===== src/rtl/nsb_evt_pkg.sv =====
// Shared definitions for the NeXT Sound Box event arbiter: source codes,
// FSM state encoding, event word layout and the round-robin pick helper.
package nsb_evt_pkg;

    // Source codes carried in evt_word[31:30]
    localparam logic [1:0] SRC_KC   = 2'd0;
    localparam logic [1:0] SRC_VOL  = 2'd1;
    localparam logic [1:0] SRC_MUTE = 2'd2;
    localparam logic [1:0] SRC_STAT = 2'd3;
    localparam int         NUM_SRC  = 4;

    // Event word layout
    localparam int EVT_SRC_LSB   = 30;
    localparam int EVT_SEQ_LSB   = 28;
    localparam int EVT_PAYLOAD_W = 16;

    typedef enum logic [1:0] {
        ST_IDLE    = 2'd0,
        ST_GRANT   = 2'd1,
        ST_PRESENT = 2'd2
    } arb_state_e;

    // First requesting source at or after ptr, wrapping modulo NUM_SRC.
    // Returns ptr when nothing requests; callers only use it with a request.
    function automatic logic [1:0] rr_pick(input logic [NUM_SRC-1:0] req,
                                           input logic [1:0]         ptr);
        logic [1:0] idx;
        logic [1:0] win;
        logic       found;
        win   = ptr;
        found = 1'b0;
        for (int k = 0; k < NUM_SRC; k++) begin
            idx = ptr + 2'(k);
            if (!found && req[idx]) begin
                win   = idx;
                found = 1'b1;
            end
        end
        return win;
    endfunction

endpackage


===== src/rtl/nsb_sync_fifo.sv =====
// Small first-word-fall-through FIFO for keycodes. The head entry is visible
// combinationally so the arbiter can load it in the same cycle it pops.
// A push into a full FIFO is accepted only when a pop happens in that cycle.
module nsb_sync_fifo #(
    parameter int DEPTH = 4,
    parameter int W     = 16
) (
    input  logic         clk27,
    input  logic         po_reset_n,
    input  logic         i_push,
    input  logic [W-1:0] i_din,
    input  logic         i_pop,
    output logic [W-1:0] o_dout,
    output logic         o_full,
    output logic         o_empty
);

    localparam int               AW       = $clog2(DEPTH);
    localparam logic [AW:0]      FULL_CNT = (AW+1)'(DEPTH);

    logic [W-1:0]  r_mem [DEPTH];
    logic [AW-1:0] r_rd_ptr;
    logic [AW-1:0] r_wr_ptr;
    logic [AW:0]   r_count;

    logic w_do_pop;
    logic w_do_push;

    assign o_full    = (r_count == FULL_CNT);
    assign o_empty   = (r_count == '0);
    assign o_dout    = r_mem[r_rd_ptr];
    assign w_do_pop  = i_pop & ~o_empty;
    assign w_do_push = i_push & (~o_full | w_do_pop);

    // Storage write; contents need no reset since count gates visibility
    always_ff @(posedge clk27) begin
        if (w_do_push) begin
            r_mem[r_wr_ptr] <= i_din;
        end
    end

    // Pointer and occupancy tracking; pointers wrap naturally at DEPTH
    always_ff @(posedge clk27 or negedge po_reset_n) begin
        if (!po_reset_n) begin
            r_rd_ptr <= '0;
            r_wr_ptr <= '0;
            r_count  <= '0;
        end else begin
            if (w_do_push) begin
                r_wr_ptr <= r_wr_ptr + 1'b1;
            end
            if (w_do_pop) begin
                r_rd_ptr <= r_rd_ptr + 1'b1;
            end
            case ({w_do_push, w_do_pop})
                2'b10:   r_count <= r_count + 1'b1;
                2'b01:   r_count <= r_count - 1'b1;
                default: r_count <= r_count;
            endcase
        end
    end

endmodule


===== src/rtl/nsb_event_arbiter.sv =====
// Collects Sound Box status events (keycodes, volume, mute, video status),
// arbitrates them round-robin into one 32-bit event word for CPU PIO input,
// and holds each word until the CPU toggles its ack bit.
module nsb_event_arbiter
    import nsb_evt_pkg::*;
#(
    parameter int KC_DEPTH = 4,
    parameter int KC_W     = 16,
    parameter int VOL_W    = 12
) (
    input  logic             clk27,
    input  logic             po_reset_n,
    input  logic             kc_valid,
    input  logic [KC_W-1:0]  kc_data,
    input  logic             vol_valid,
    input  logic [VOL_W-1:0] vol_data,
    input  logic             muted,
    input  logic [1:0]       stat_in,
    input  logic             ack_tgl,
    input  logic             clr_ovf,
    output logic [31:0]      evt_word,
    output logic             evt_pending,
    output logic             kc_overflow
);

    arb_state_e r_state;
    arb_state_e w_state_next;

    logic [1:0]       r_rr_ptr;
    logic [1:0]       r_seq;
    logic [31:0]      r_evt_word;
    logic             r_evt_pending;
    logic             r_kc_overflow;
    logic [VOL_W-1:0] r_vol_data;
    logic             r_vol_pend;
    logic             r_mute_pend;
    logic             r_stat_pend;
    logic             r_muted_prev;
    logic [1:0]       r_stat_prev;
    logic             r_ack_prev;

    logic [KC_W-1:0]          w_fifo_dout;
    logic                     w_fifo_full;
    logic                     w_fifo_empty;
    logic                     w_pop;
    logic                     w_kc_drop;
    logic [NUM_SRC-1:0]       w_req;
    logic                     w_any_req;
    logic [1:0]               w_winner;
    logic                     w_grant;
    logic                     w_mute_chg;
    logic                     w_stat_chg;
    logic                     w_ack_edge;
    logic [EVT_PAYLOAD_W-1:0] w_payload;
    logic [31:0]              w_evt_word;

    nsb_sync_fifo #(
        .DEPTH (KC_DEPTH),
        .W     (KC_W)
    ) u_kc_fifo (
        .clk27      (clk27),
        .po_reset_n (po_reset_n),
        .i_push     (kc_valid),
        .i_din      (kc_data),
        .i_pop      (w_pop),
        .o_dout     (w_fifo_dout),
        .o_full     (w_fifo_full),
        .o_empty    (w_fifo_empty)
    );

    assign w_mute_chg = (muted != r_muted_prev);
    assign w_stat_chg = (stat_in != r_stat_prev);
    assign w_ack_edge = (ack_tgl != r_ack_prev);

    assign w_req     = {r_stat_pend, r_mute_pend, r_vol_pend, ~w_fifo_empty};
    // Incoming strobes/changes count as requests so a strobe in IDLE grants next cycle
    assign w_any_req = (|w_req) | kc_valid | vol_valid | w_mute_chg | w_stat_chg;
    assign w_winner  = rr_pick(w_req, r_rr_ptr);

    assign w_pop     = w_grant && (w_winner == SRC_KC);
    // A pop in the same cycle frees a slot, so only an unpaired full push drops
    assign w_kc_drop = kc_valid & w_fifo_full & ~w_pop;

    // Next-state and grant decode for the present/ack handshake
    always_comb begin
        w_state_next = r_state;
        w_grant      = 1'b0;
        case (r_state)
            ST_IDLE: begin
                if (w_any_req) begin
                    w_state_next = ST_GRANT;
                end
            end
            ST_GRANT: begin
                w_grant      = 1'b1;
                w_state_next = ST_PRESENT;
            end
            ST_PRESENT: begin
                if (w_ack_edge) begin
                    w_state_next = ST_IDLE;
                end
            end
            default: w_state_next = ST_IDLE;
        endcase
    end

    // Payload of the winning source; MUTE/STAT are sampled live at grant time
    always_comb begin
        w_payload = '0;
        case (w_winner)
            SRC_KC:   w_payload[KC_W-1:0]  = w_fifo_dout;
            SRC_VOL:  w_payload[VOL_W-1:0] = r_vol_data;
            SRC_MUTE: w_payload[0]         = muted;
            default:  w_payload[1:0]       = stat_in;
        endcase
    end

    // Assemble the event word from source, sequence number and payload
    always_comb begin
        w_evt_word                          = '0;
        w_evt_word[EVT_SRC_LSB +: 2]        = w_winner;
        w_evt_word[EVT_SEQ_LSB +: 2]        = r_seq;
        w_evt_word[EVT_PAYLOAD_W-1:0]       = w_payload;
    end

    // FSM state register
    always_ff @(posedge clk27 or negedge po_reset_n) begin
        if (!po_reset_n) begin
            r_state <= ST_IDLE;
        end else begin
            r_state <= w_state_next;
        end
    end

    // Output word, round-robin pointer and sequence counter updated on grant
    always_ff @(posedge clk27 or negedge po_reset_n) begin
        if (!po_reset_n) begin
            r_evt_word    <= '0;
            r_evt_pending <= 1'b0;
            r_rr_ptr      <= '0;
            r_seq         <= '0;
        end else begin
            r_evt_pending <= (w_state_next == ST_PRESENT);
            if (w_grant) begin
                r_evt_word <= w_evt_word;
                r_rr_ptr   <= w_winner + 2'd1;
                r_seq      <= r_seq + 2'd1;
            end
        end
    end

    // Per-source pending flags; a new set in the grant cycle beats the clear
    always_ff @(posedge clk27 or negedge po_reset_n) begin
        if (!po_reset_n) begin
            r_vol_data  <= '0;
            r_vol_pend  <= 1'b0;
            r_mute_pend <= 1'b0;
            r_stat_pend <= 1'b0;
        end else begin
            if (vol_valid) begin
                r_vol_data <= vol_data;
                r_vol_pend <= 1'b1;
            end else if (w_grant && (w_winner == SRC_VOL)) begin
                r_vol_pend <= 1'b0;
            end
            if (w_mute_chg) begin
                r_mute_pend <= 1'b1;
            end else if (w_grant && (w_winner == SRC_MUTE)) begin
                r_mute_pend <= 1'b0;
            end
            if (w_stat_chg) begin
                r_stat_pend <= 1'b1;
            end else if (w_grant && (w_winner == SRC_STAT)) begin
                r_stat_pend <= 1'b0;
            end
        end
    end

    // Edge-detector history; ack history tracks in every state so stale edges are ignored
    always_ff @(posedge clk27 or negedge po_reset_n) begin
        if (!po_reset_n) begin
            r_muted_prev <= 1'b1;
            r_stat_prev  <= 2'b00;
            r_ack_prev   <= 1'b0;
        end else begin
            r_muted_prev <= muted;
            r_stat_prev  <= stat_in;
            r_ack_prev   <= ack_tgl;
        end
    end

    // Sticky keycode overflow; a drop in the same cycle as clear keeps it set
    always_ff @(posedge clk27 or negedge po_reset_n) begin
        if (!po_reset_n) begin
            r_kc_overflow <= 1'b0;
        end else if (w_kc_drop) begin
            r_kc_overflow <= 1'b1;
        end else if (clr_ovf) begin
            r_kc_overflow <= 1'b0;
        end
    end

    assign evt_word    = r_evt_word;
    assign evt_pending = r_evt_pending;
    assign kc_overflow = r_kc_overflow;

endmodule

===== config.mk =====
export PLATFORM = sky130hd
export DESIGN_NAME = nsb_event_arbiter
export DESIGN_NICKNAME = d
export VERILOG_FILES = /design/src/rtl/nsb_evt_pkg.sv /design/src/rtl/nsb_sync_fifo.sv /design/src/rtl/nsb_event_arbiter.sv
export SDC_FILE = /design/constraint.sdc
export NUM_CORES = 1
export LEC_CHECK = 0
export CORE_MARGIN = 5
export CORE_UTILIZATION = 58
export DETAILED_ROUTE_END_ITERATION = 7
export PLACE_DENSITY = 0.84
export SYNTH_ARGS = -nofsm -noshare
export SYNTH_HDL_FRONTEND = slang
export SYNTH_SLANG_ARGS = --single-unit

===== constraint.sdc =====
create_clock -name clk27 -period 7.57 [get_ports clk27]
set_clock_uncertainty 0.15 [all_clocks]
set_input_delay 1.514 -clock clk27 [delete_from_list [all_inputs] [get_ports clk27]]
set_output_delay 1.514 -clock clk27 [all_outputs]
set_load 0.01 [all_outputs]

; Word level (Yosys, flattened, before mapping)
; Memory sizes are Yosys's and may differ from the RTL's.
; Cells that the tools add are included.
[word_totals]
output_inout_bits = 34
memories = 1
ramBits = 64
word_cells = 106
register_bits = 54
[memory_table]
columns = memory, depth, word_bits, rd, rd_clocked_by_memory_dff, write_ports, line_no
row1 = u_kc_fifo.r_mem, 4, 16, 1, 0, 1, nsb_sync_fifo.sv:21  ; logic [W-1:0] r_mem [DEPTH];
[classes]
n_eq_ne = 12
n_reduce_logical = 19
n_lt_le_gt_ge = 4
n_bitwise = 12
mux = 33
n_addsub = 9
[ops]
columns = operator, n
row1 = case mux 10 bit (2 select lines), 1
row2 = two-way mux 1 bit, 18
row3 = "< comparator 2 x 3 -> 1 bit, second input constant", 4
row4 = "adder 2 x 1 -> 2 bit, second input constant", 5
row5 = "== test 2 bit, second input constant", 5
row6 = two-way mux 2 bit, 5
row7 = nonzero test 2 bit, 5
row8 = binary-select mux 1 bit (select 2 bit), 4
row9 = logical AND 1 bit, 7
row10 = "== test 2 x 1 -> 1 bit, second input constant", 3
row11 = case mux 1 bit (3 select lines), 2
row12 = case mux 2 bit (3 select lines), 1
row13 = case mux 3 bit (2 select lines), 1
row14 = bitwise OR 1 bit, 5
row15 = "adder 2 bit, second input constant", 2
row16 = AND 1 bit, 4
row17 = zero test 2 bit, 2
row18 = two-way mux 4 bit, 1
row19 = OR reduction 4 bit, 1
row20 = "adder 3 x 1 -> 3 bit, second input constant", 1
row21 = "== test 3 bit, second input constant", 1
row22 = zero test 1 bit, 3
row23 = zero test 3 bit, 1
row24 = inverter 1 bit, 3
row25 = 3 further kinds, 4

; Depth between registers and ports, before layout
[depth]
ltp_word = 21
mapped_depth = 15

; By module
; Synthesis repeated with hierarchy kept, for this count alone.
[hier_totals]
hier_cells = 313
hier_area_um2 = 4850.9
[by_module_without_submodules]
columns = module, area_per_inst_um2, cells_per_inst, n_inst
row1 = nsb_sync_fifo, 2741.4, 122, 1
row2 = nsb_event_arbiter, 2109.5, 191, 1

; Worst setup path after synthesis
; Ideal clock, no wire load.
[synth_path]
kind = register -> register
startpoint = reg u_kc_fifo.r_count[2]
endpoint = reg u_kc_fifo.r_count[2]
arrival_time_ns = 2.977
synth_period_minus_slack_ns = 3.206
required_time_ns = 7.341
path_stages_with_launch = 16
path_buffers = 1
path_slack_ns = 4.364
path_cell_list = dfrtp_1 -> nor3_2 -> nor3b_1 -> nor4_4 -> inv_2 -> ha_1 -> buf_2 -> nand3b_1 -> a31oi_1 -> inv_1 -> ha_1 -> inv_1 -> fa_1 -> xor2_1 -> nor2_1 -> xor2_1
[synth_via]
elab_chain_cells = 21
word_cells_on_any_way = 35
cone_classes = 2 x add/sub / 3 x eq/ne / 15 x mux / 5 x bitwise / 10 x reduce/logical
[synth_lines]
columns = item, line_no
row1 = start: declaration, nsb_sync_fifo.sv:24  ; logic [AW:0] r_count;
row2 = start signal: assignment, nsb_sync_fifo.sv:56  ; 2'b10: r_count <= r_count + 1'b1;
row3 = start signal: assignment, nsb_sync_fifo.sv:57  ; 2'b01: r_count <= r_count - 1'b1;
row4 = start signal: assignment, nsb_sync_fifo.sv:58  ; default: r_count <= r_count;
row5 = zero test 3 bit *, nsb_sync_fifo.sv:30  ; assign o_empty = (r_count == '0);
row6 = inverter 1 bit *, nsb_event_arbiter.sv:75  ; assign w_req = {r_stat_pend, r_mute_pend, r_vol_pend, ~w_fifo_empty};
row7 = binary-select mux 1 bit (select 2 bit), nsb_evt_pkg.sv:34  ; if (!found && req[idx]) begin
row8 = two-way mux 1 bit (implied by the code), nsb_evt_pkg.sv:34
row9 = two-way mux 1 bit, nsb_evt_pkg.sv:34
row10 = zero test 1 bit, nsb_evt_pkg.sv:34
row11 = logical AND 1 bit, nsb_evt_pkg.sv:34
row12 = two-way mux 1 bit, nsb_evt_pkg.sv:34
row13 = [... 6 more ...], -
row14 = net w_evt_word[30], nsb_event_arbiter.sv:55  ; logic [31:0] w_evt_word;
row15 = zero test 2 bit *, nsb_event_arbiter.sv:80  ; assign w_pop = w_grant && (w_winner == SRC_KC);
row16 = logical AND 1 bit *, nsb_event_arbiter.sv:80
row17 = AND 1 bit *, nsb_sync_fifo.sv:32  ; assign w_do_pop = i_pop & ~o_empty;
row18 = bitwise OR 1 bit, nsb_sync_fifo.sv:33  ; assign w_do_push = i_push & (~o_full | w_do_pop);
row19 = AND 1 bit, nsb_sync_fifo.sv:33
row20 = == test 2 x 1 -> 1 bit or == test 2 bit (tied branches), nsb_sync_fifo.sv:55  ; case ({w_do_push, w_do_pop})
row21 = case mux 3 bit (2 select lines) or nonzero test 2 bit (tied branches), -
; The timed path passes the listed nets; every way through them passes the cells marked *. The select of a mux whose other input is x is not followed.
; A chain may end at the register's enable or synchronous reset.

; Worst setup path in the final report
[layout_path]
startpoint = reg r_rr_ptr[1]
endpoint = mem u_kc_fifo.r_mem[3][5], enable pin
[layout_via]
elab_chain_cells = 19
word_cells_on_any_way = 30
cone_classes = 3 x add/sub / 16 x mux / 3 x bitwise / 8 x reduce/logical
[layout_lines]
columns = item, line_no
row1 = start: declaration, nsb_event_arbiter.sv:29  ; logic [1:0] r_rr_ptr;
row2 = start signal: assignment, nsb_event_arbiter.sv:146  ; r_rr_ptr <= w_winner + 2'd1;
row3 = branches (longest 11 deep; another with adder 2 x 1 -> 2 bit), -
row4 = two-way mux 2 bit *, nsb_evt_pkg.sv:34
row5 = net w_evt_word[31], nsb_event_arbiter.sv:55
row6 = zero test 2 bit *, nsb_event_arbiter.sv:80
row7 = logical AND 1 bit *, nsb_event_arbiter.sv:80
row8 = AND 1 bit *, nsb_sync_fifo.sv:32
row9 = bitwise OR 1 bit *, nsb_sync_fifo.sv:33
row10 = AND 1 bit *, nsb_sync_fifo.sv:33
row11 = two-way mux 1 bit *, nsb_sync_fifo.sv:37  ; if (w_do_push) begin
row12 = two-way mux 1 bit (implied by the code) *, nsb_sync_fifo.sv:38  ; r_mem[r_wr_ptr] <= i_din;
row13 = end: declaration, nsb_sync_fifo.sv:21
; Mark *: on every way through the listed nets, which the timed path passes. The select of a mux whose other input is x is not followed.

==> metrics.md <==
| Metric | Value |
|---|---|
| Result of the run | completed |
| Yosys reg bits | between 100 and 150 |
| Worst EP required | ~7.6 ns |
| LEAKAGE | 2.322 nW |
| Critical path arrival | 4.00 ns |
| Number of design rule violations left after detail routing | 0 |
| Grt total ovfl | 0 |
| Fraction of layout cells with a size suffix above 1 | 0.1650 |
| Tmin final | 4.019 ns |
| Worst setup path category | flip-flop to flip-flop |
| Worst hold margin | ~0.32 ns |
| Antenna diode instance count | 0 |
| Number of I/O pins | 71 |
| Maximum number of pins on one net before global-route repair | 55 |
| Cell row count | 33 |
| GPL Wtd Cong | 0.8213 |
| Number of instances in the placed design | around 470 |
| Final hold violation count | 0 |
| Post-synthesis async set-or-reset flop share | 0.4576 |
| Dominant combinational cell family by area after synthesis | multiplexers |
| Simple-gate area share of the yosys netlist | 0.07826 |
| Via-per-instance ratio | 5.531 |
| Final net count | 430 |
| Maximum achievable frequency | between 0.2 and 0.25 GHz |
| DRC marker count from the first detailed-route iteration | 94 |
| Final Util | 0.7334 |
| Total power draw | 2.464 mW |
| Clock tree from TritonCTS | yes |
| Syn Inst Count | between 300 and 400 |
| Hold crit path type | flip-flop to flip-flop |
| Post-CTS setup buffers | 0 |
| Wire length of the first global-routing pass | 15,200 µm |
| Complex-gate fraction of the synthesized area | 0.05064 |
| Number of max-capacitance violations reported | 0 |
| Clock buffer count from CTS | 17 |
| Most common cell after layout, fill and taps aside | edfxtp_1 |
| CP Launch Type | flip-flop |
| Clock sink count | roughly 120 |
| Synthesis-to-layout area growth | 23.17% |
| Number of buffers on the longest clock path | 2 |
| Via count of the first global-routing pass | ~2.9k |
| Worst Path Max Fanout | 17 |
| Die Height | ~100 µm |
| R2R Setup Slk | approximately 3.6 ns |
| Area of the placeable core | 0.008217 mm² |
| Post-synthesis average cell area | ~15 µm² |
| Final total negative setup slack | 0 ns |
| Sequential area share after synthesis | 0.6693 |
| Number of synthesized flops with an enable pin | 64 |
| Post-route ant nets | 0 |
| Die area | 0.01037 mm² |
| Unrepaired setup endpoints after global routing | no |
| Worst-case headroom to the max-slew limit | 0.2600 |
| Hold bufs inserted after CTS | 0 |
| Commonest cells after routing, fill and taps aside | edfxtp_1 (64), clkdlybuf4s50_1 (57), dfrtp_1 (53), nand2_1 (29), nor2_1 (25) |
| Largest stage delay, worst path | about 0.78 ns |
| Number of antenna violations at the first check in global routing | 0 |
| Pre-Repair DR Iteration Count | 4 |
| Final Routed Wirelength | roughly 9700 µm |
| Area share of xor/xnor cells in the synthesized design | 0.02148 |
| Clock latency on the worst-skew pair | a little over 0.5 ns |
| Total vias in the final route | between 2k and 3k |
| Most instantiated flip-flop cell in the synthesis netlist | edfxtp_1 |
| Synth warn | 0 |
| Clock transition at the registers of the reported paths | about 0.060 ns |
| Floorplan die width | about 100 µm |
| Final Cycle Share | 0.5309 |
| Resized Gates After CTS | 0 |
| Port Buffer Count | 58 |
| Final Slew Violations | 0 |
| # setup viols final | 0 |
| Worst IR drop on VDD | around 0.00019 V |
| Half-perimeter wire length of the detailed placement result | around 6200 µm |
| Cell Chain, Critical Path | nor2b_1 -> a2111o_1 -> o21a_1 -> inv_1 -> ha_1 -> nand3b_1 -> a31oi_1 -> and2_1 |
| Total standard cell area after synthesis | ~0.0049 mm² |
| Endpoint kind of the worst setup timing path | flip-flop |
| H-Tree Depth | 4 |
| PwrDens | 408.9 mW/mm² |
| Final instance count without filler cells | ~500 |
| Worst Tran Pin Value | approximately 1.1 ns |
| Number of distinct standard cells referenced by the synthesized netlist | 46 |
| Share of synthesized area spent on multiplexers | 0.1079 |
| Clock root cell | clkbuf_8 |
| Library cell contributing the largest single delay on the critical path | and2_1 |
| Post-synthesis adder-cell area fraction | 0.02967 |
| Average wire length per cell after detail routing | slightly below 20 µm |
| Overall track demand over capacity in global routing | 0.2051 |
| Initial Util | 0.5954 |
==> synthesized netlist by cell type, types with 4 or more instances <==
| cell type | number | area share |
|---|---|---|
| a221oi_1 | 9 | 0.016 |
| and2_1 | 4 | 0.0051 |
| buf_1 | 5 | 0.0038 |
| buf_2 | 4 | 0.0041 |
| buf_4 | 12 | 0.018 |
| dfrtp_1 | 53 | 0.27 |
| edfxtp_1 | 64 | 0.39 |
| ha_1 | 10 | 0.026 |
| inv_1 | 9 | 0.0069 |
| mux2_2 | 12 | 0.028 |
| mux4_1 | 6 | 0.032 |
| mux4_2 | 10 | 0.046 |
| nand2_1 | 29 | 0.022 |
| nand3_1 | 5 | 0.0051 |
| nor2_1 | 25 | 0.019 |
| o21ai_0 | 6 | 0.0061 |
| xnor2_1 | 5 | 0.0090 |
| xor2_1 | 7 | 0.013 |
==> power by group <==
| group | total (mW) | switching [mW] | leakage, nW | internal (mW) |
|---|---|---|---|---|
| Sequential | 0.998 | 0.137 | 1.22 | 0.861 |
| Combinational | 0.745 | 0.392 | 0.853 | 0.353 |
| Clock | 0.721 | 0.287 | 0.249 | 0.434 |
| Total | 2.46 | 0.815 | 2.32 | 1.65 |
==> layout make-up <==
type | instances | area [µm²]
Timing Repair Buffer | 59 | 583.1
Sequential cell | 118 | 3274
Inverter | 10 | 37.54
Tap cell | 105 | 131.4
Clock inverter | 14 | 128.9
Fill cell | 506 | 2191
Clock buffer | 17 | 414.1
Multi-Input combinational cell | 176 | 1456
==> per-stage QoR <==
step / worst slack, ns / instance area, µm²
after floorplan: 4.364 / 4933
after global placement: 3.765 / 5483
after detailed placement: 3.569 / 5483
after CTS: 3.533 / 6026
after global routing: 3.248 / 6026
final: 3.551 / 6026
==> layer usage <==
metal | track usage | wire length (µm) | vias to the layer above
li1 | - | - | 1276
met1 | 0.2462 | 3837 | 1381
met2 | 0.3501 | 5184 | 85
met3 | 0.05870 | 523 | 18
met4 | 0.08577 | 170 | 0
met5 | 0 | 0 | -
==> worst max-delay path, delay by kind of cell (launching register included) <==
family	cells	cell delay, ns
adder cells (fa/ha/maj)	1	0.60
flip-flops	1	0.44
AO/OA/AOI/OAI	3	1.18
AND/OR/NAND/NOR	3	1.16
buffers and inverters	1	0.10
==> cell families after synthesis <==
kind of cell,Yosys count
adder cells (fa/ha/maj),11
AND/OR/NAND/NOR,80
flip-flops,118
XOR/XNOR,12
AO/OA/AOI/OAI,32
buffers and inverters,35
other,1
multiplexers,29
==> state kept, by name, indices dropped and copies added, names as in the netlist, 2 cells and up <==
| signal | count |
|---|---|
| r_vol_data | 12 |
| r_rr_ptr | 2 |
| u_kc_fifo.r_count | 3 |
| r_seq | 2 |
| r_stat_prev | 2 |
| evt_word | 20 |
| r_state | 2 |
| u_kc_fifo.r_rd_ptr | 2 |
| u_kc_fifo.r_wr_ptr | 2 |
| u_kc_fifo.r_mem | 64 |
==> final timing paths <==
kind	start	endpoint	cells after the start
setup / recovery	r_rr_ptr[1]$_DFFE_PN0N_	u_kc_fifo.r_mem[3][5]$_DFFE_PP_	8
hold / removal	evt_word[12]$_DFFE_PN0N_	evt_word[12]$_DFFE_PN0N_	2
setup reg to reg	r_rr_ptr[1]$_DFFE_PN0N_	u_kc_fifo.r_mem[3][5]$_DFFE_PP_	8
hold reg to reg	evt_word[12]$_DFFE_PN0N_	evt_word[12]$_DFFE_PN0N_	2
max in group asynchronous	po_reset_n	r_vol_data[10]$_DFFE_PN0P_	2
min in group asynchronous	po_reset_n	r_vol_data[5]$_DFFE_PN0P_	2
Note: power is estimated with default switching activity, not from simulation.
